$ cat src/rtl/alu_op_issue.sv
// ID->EX issue stage: decode, operand select, one-entry ID/EX register, overflow trap.
// Optional ALU_ILLEGAL_TRAP_EN: unsupported instructions trap with EXC_ILL on fire.
module alu_op_issue #(
`ifdef ALU_ILLEGAL_TRAP_EN
   parameter logic [3:0] EXC_ILL = 4'd10,
`endif
   parameter logic [2:0] RST_MOD = 3'b101,
   parameter logic [3:0] EXC_OVF = 4'd12
) (
   input  logic        clk,
   input  logic        rst,
   input  logic        in_valid,
   output logic        in_ready,
   input  logic [31:0] instr,
   input  logic [31:0] rs_val,
   input  logic [31:0] rt_val,
   input  logic        flush,
   output logic        out_valid,
   input  logic        out_ready,
   output logic [31:0] alu_a,
   output logic [31:0] alu_b,
   output logic [2:0]  alu_mod,
   output logic [4:0]  dst,
   input  logic        alu_overflow,
   output logic        exc_req,
   output logic [3:0]  exc_code,
   input  logic        exc_ack
);

   typedef enum logic [1:0] {EMPTY, FULL, TRAP} state_t;

   localparam logic [2:0] M_AND  = 3'b000;
   localparam logic [2:0] M_OR   = 3'b001;
   localparam logic [2:0] M_LT   = 3'b010;
   localparam logic [2:0] M_NOR  = 3'b011;
   localparam logic [2:0] M_ADD  = 3'b100;
   localparam logic [2:0] M_ADDU = 3'b101;
   localparam logic [2:0] M_SUB  = 3'b110;
   localparam logic [31:0] SBIT  = 32'h8000_0000;

   state_t      state;
   logic        ovf_chk;
   logic [5:0]  op;
   logic [5:0]  fn;
   logic [4:0]  rt;
   logic [4:0]  rd;
   logic [31:0] sx;
   logic [31:0] zx;
   logic [31:0] d_a;
   logic [31:0] d_b;
   logic [2:0]  d_mod;
   logic [4:0]  d_dst;
   logic        d_ovf;
   logic        d_nop;
   logic        fire;
   logic        cap;
   logic        cause;
   logic        trap_hit;
   logic        ld;
   logic        clr;
   logic [3:0]  trap_code;
   logic        unused_shamt;

   assign op = instr[31:26];
   assign fn = instr[5:0];
   assign rt = instr[20:16];
   assign rd = instr[15:11];
   assign sx = {{16{instr[15]}}, instr[15:0]};
   assign zx = {16'h0000, instr[15:0]};
   assign unused_shamt = ^instr[10:6];

   always_comb begin
      d_a   = rs_val;
      d_b   = rt_val;
      d_mod = M_ADDU;
      d_dst = rd;
      d_ovf = 1'b0;
      d_nop = 1'b0;
      unique case (op)
         6'h00: begin
            unique case (fn)
               6'h20: begin
                  d_mod = M_ADD;
                  d_ovf = 1'b1;
               end
               6'h21: d_mod = M_ADDU;
               6'h22: begin
                  d_mod = M_SUB;
                  d_ovf = 1'b1;
               end
               6'h23: d_mod = M_SUB;
               6'h24: d_mod = M_AND;
               6'h25: d_mod = M_OR;
               6'h27: d_mod = M_NOR;
               // sign-bit flip turns the unsigned LT into a signed compare
               6'h2a: begin
                  d_mod = M_LT;
                  d_a   = rs_val ^ SBIT;
                  d_b   = rt_val ^ SBIT;
               end
               6'h2b: d_mod = M_LT;
               default: d_nop = 1'b1;
            endcase
         end
         6'h08: begin
            d_b   = sx;
            d_dst = rt;
            d_mod = M_ADD;
            d_ovf = 1'b1;
         end
         6'h09, 6'h23, 6'h2b: begin
            d_b   = sx;
            d_dst = rt;
            d_mod = M_ADDU;
         end
         6'h0a: begin
            d_a   = rs_val ^ SBIT;
            d_b   = sx ^ SBIT;
            d_dst = rt;
            d_mod = M_LT;
         end
         6'h0b: begin
            d_b   = sx;
            d_dst = rt;
            d_mod = M_LT;
         end
         6'h0c: begin
            d_b   = zx;
            d_dst = rt;
            d_mod = M_AND;
         end
         6'h0d: begin
            d_b   = zx;
            d_dst = rt;
            d_mod = M_OR;
         end
         default: d_nop = 1'b1;
      endcase
      if (d_nop) begin
         d_a   = '0;
         d_b   = '0;
         d_mod = M_ADDU;
         d_dst = '0;
         d_ovf = 1'b0;
      end
   end

`ifdef ALU_ILLEGAL_TRAP_EN
   logic ill;
   assign cause     = (ovf_chk && alu_overflow) || ill;
   assign trap_code = ill ? EXC_ILL : EXC_OVF;
`else
   assign cause     = ovf_chk && alu_overflow;
   assign trap_code = EXC_OVF;
`endif

   assign in_ready = (state != TRAP) && !flush
                   && (state == EMPTY || out_ready);
   assign fire     = out_valid && out_ready;
   assign cap      = in_valid && in_ready;
   assign trap_hit = fire && !flush && cause;
   // a trapping fire cancels the same-cycle capture
   assign ld       = cap && !trap_hit;
   assign clr      = (state == FULL)
                   && (flush || trap_hit || (fire && !cap));

   always_ff @(posedge clk) begin
      if (rst) begin
         state     <= EMPTY;
         out_valid <= 1'b0;
         alu_a     <= '0;
         alu_b     <= '0;
         alu_mod   <= RST_MOD;
         dst       <= '0;
         ovf_chk   <= 1'b0;
         exc_req   <= 1'b0;
         exc_code  <= '0;
      end else begin
         exc_req <= 1'b0;
         unique case (state)
            EMPTY: if (ld) state <= FULL;
            FULL: begin
               if (trap_hit) begin
                  state    <= TRAP;
                  exc_req  <= 1'b1;
                  exc_code <= trap_code;
               end else if (clr) begin
                  state <= EMPTY;
               end
            end
            TRAP: begin
               if (exc_ack) begin
                  state    <= EMPTY;
                  exc_code <= '0;
               end
            end
            default: state <= EMPTY;
         endcase
         if (ld) begin
            out_valid <= 1'b1;
            alu_a     <= d_a;
            alu_b     <= d_b;
            alu_mod   <= d_mod;
            dst       <= d_dst;
            ovf_chk   <= d_ovf;
         end else if (clr) begin
            out_valid <= 1'b0;
            alu_a     <= '0;
            alu_b     <= '0;
            alu_mod   <= RST_MOD;
            dst       <= '0;
            ovf_chk   <= 1'b0;
         end
      end
   end

`ifdef ALU_ILLEGAL_TRAP_EN
   always_ff @(posedge clk) begin
      if (rst)      ill <= 1'b0;
      else if (ld)  ill <= d_nop;
      else if (clr) ill <= 1'b0;
   end
`endif

endmodule

$ cat config.mk
export PLATFORM = sky130hd
export DESIGN_NAME = alu_op_issue
export DESIGN_NICKNAME = d
export VERILOG_FILES = /design/src/rtl/alu_op_issue.sv
export SDC_FILE = /design/constraint.sdc
export NUM_CORES = 1
export LEC_CHECK = 0
export CORE_MARGIN = 1
export CORE_UTILIZATION = 30
export DETAILED_ROUTE_END_ITERATION = 8
export PLACE_DENSITY = 0.65
export SLEW_MARGIN = 30
export SYNTH_ARGS = -nofsm -noshare
export SYNTH_HDL_FRONTEND = slang
export SYNTH_SLANG_ARGS = --single-unit
$ cat constraint.sdc
create_clock -name clk -period 4.25 [get_ports clk]
set_input_delay 0.6375 -clock clk [delete_from_list [all_inputs] [get_ports clk]]
set_output_delay 0.6375 -clock clk [all_outputs]
set_load 0.01 [all_outputs]
==> impl_metrics.csv <==
group,metric,value,unit
route,wirelength,9.51,mm
die,die_w,106,um
global_route,grt_pass1_vias,3005,
critical_path,worst-setup-path-type,"in2reg",
route,drtIter0Drc,123,
die,placeableCoreArea,10400,sq um
placement,place_congestion,0.756,
sta,rsz0062_at_grt,"no",
die,chipHeight,106,um
critical_path,cp_max_fo,17,
cells_and_area,syn2layout_area_growth,60.3,%
route,vias,2922,
yosys,synth_top_area_share,47.9,%
yosys,synth.ff_latch_count,78,
die,core.rowCount,37,
clocking,cts_made_buffers,9,
yosys,yosysWarnings,0,
cells_and_area,mostFrequentLayoutCells,"174 x clkdlybuf4s50_1, 78 x dfxtp_1, 37 x o2bb2ai_1",
status,status,"finished clean",
sta,worst_pin_slew,0.913,ns
sta,timing.setup.tns,0,ns
route,drc_errors,0,
power_and_ir_drop,ir_drop,0.171,mV
run,cap_violations,0,
die,initial_core_util,31.3,%
min_path,hold_class,"reg2reg",
yosys,synth_largest_area_cell,"dfxtp_1",
sta,fin_skew,0.0101,ns
sta,timing.hold.ws,0.467,ns
yosys,synth.yosys.seq_area_share,47.9,%
clocking,clock-sinks,78,
power_and_ir_drop,p_per_area,291,nW/um^2
yosys,async_flop_share,0,%
global_route,grt_use_total,16.9,%
cells_and_area,final_cells,597,
sta,period_minus_slack,2.67,ns
critical_path,worstSetupEndpointType,"flip-flop",
sta,setup_viol,0,
clocking,cts_max_path_buffers,2,
placement,io_buffer_count,174,
route,antenna_left,0,
global_route,grt_overflow_total,0,
sta,clock.fmax,375,MHz
sta,finalWorstSetupSlack,1.58,ns
clocking,path_clk_slew,0.08,ns
critical_path,timing.critical_path.arrival,2.94,ns
cells_and_area,nNetsFinal,559,
global_route,antenna_found_initial,0,
placement,place_inst,581,
cells_and_area,fin_util,50.1,%
clocking,cts_hold_buf,0,
global_route,grt_max_degree,42,
die,die_area,11300,sq um
placement,pre_cts_slack,1.20,ns
clocking,cts_resized,0,
yosys,synth_area,3260,sq um
sta,relSlewSlack,39.1,%
yosys,syn_avg_cell_area,11.2,sq um
yosys,synthFlopType,"dfxtp_1",
sta,finalHoldViolCount,0,
cells_and_area,antenna_cells,0,
critical_path,critPathLaunchType,"primary input",
global_route,grt_pass1_wl,15.2,mm
critical_path,crit_required,4.52,ns
yosys,synthTopCellsByArea,"dfxtp_1 48%, o2bb2ai_1 10%, a22o_1 8.6%",
clocking,h-tree-depth,3,
die,io-pin-count,182,
route,drt-wirelength-per-cell,15.9,um
cells_and_area,drive_above_1_share,6.94,%
power_and_ir_drop,p_leak,1.89,nW
sta,min_period_over_period,62.7,%
clocking,cts_tree,"done",
clocking,insertion_delay,0.34,ns
yosys,netlist_instances,292,
clocking,cts-root-buf,"clkbuf_8",
cells_and_area,final_common_cell,"clkdlybuf4s50_1",
clocking,postCtsSetupBuffers,0,
route,first_pass_iters,4,
placement,post-dp-hpwl,6.80,mm
route,via_per_inst,4.89,
yosys,ys_types,52,
yosys,synth_enable_flop_cells,0,
sta,finalMaxSlewViolations,0,
[cells by family after synthesis]
family | count (synthesis) | share of synthesized area [%]
compound gates | 116 | 28.7
flops | 78 | 47.9
simple gates | 42 | 8.91
buf+inv | 32 | 7.30
mux | 21 | 6.45
xor+xnor | 2 | 0.538
other cells | 1 | 0.115
[sequential cells by signal (all words and copies together), names as in the netlist]
signal and count:
alu_a 32, alu_b 32, alu_mod 3, dst 5, exc_code 1, exc_req 1, out_valid 1, ovf_chk 1
state 2
[power breakdown]
part / leakage, nW / switching, W / internal [W]
Clock: 0.0955 / 0.000275 / 0.000288
Sequential: 0.629 / 0.00000577 / 0.000738
Combinational: 1.17 / 0.0000862 / 0.000125
[per-layer routing]
layer | global-route usage, % | vias to the layer above | routed length, um
met2 | 27.0 | 111 | 4350
met5 | 0 | - | 0
li1 | - | 1441 | -
met4 | 5.85 | 0 | 140
met3 | 5.15 | 12 | 788
met1 | 21.5 | 1358 | 4230
[cell usage after synthesis, types with 2 or more instances]
cell type and number:
a211oi_1 4, a21oi_1 20, a22o_1 32, a31oi_1 2
buf_2 7, buf_4 5, buf_6 12, clkbuf_1 2
dfxtp_1 78, inv_1 6, mux2i_1 21, nand2_1 7
nand2b_1 5, nor2_1 5, nor2b_1 2, nor3_1 5
nor4_4 2, o21ai_0 5, o2bb2ai_1 37, o32a_2 2
or3_1 2
[final timing paths]
path | endpoint | cells after the start | slack, ns | start
max | alu_b[18] | 6 | 1.58 | instr[28]
min | alu_b[6] | 1 | 0.47 | alu_b[6]
max reg2reg | alu_b[27] | 6 | 2.13 | out_valid
min reg2reg | alu_b[6] | 1 | 0.47 | alu_b[6]
[area by class of cell]
type	count	area [sq um]
Fill cell	964	5200
Inverter	6	22.5
Sequential cell	78	1560
Timing Repair Buffer	178	1800
Tap cell	136	170
Clock inverter	5	58.8
Multi-Input combinational cell	183	1460
Clock buffer	11	141
[through the flow]
| stage | power, W | instance area [sq um] |
|---|---|---|
| floorplan | 0.000854 | 3260 |
| global placement | 0.000968 | 4990 |
| finish | 0.00152 | 5220 |
| detailed placement | 0.000974 | 5020 |
| global route | 0.00159 | 5220 |
| CTS | 0.00154 | 5220 |
[critical path, stage by stage]
cell and delay (ns):
clkdlybuf4s50_1 0.75, nand4b_1 0.25, a21o_1 0.75, buf_4 0.29, a21oi_1 0.08, o2bb2ai_1 0.18
Note: power is estimated with default switching activity, not from simulation.
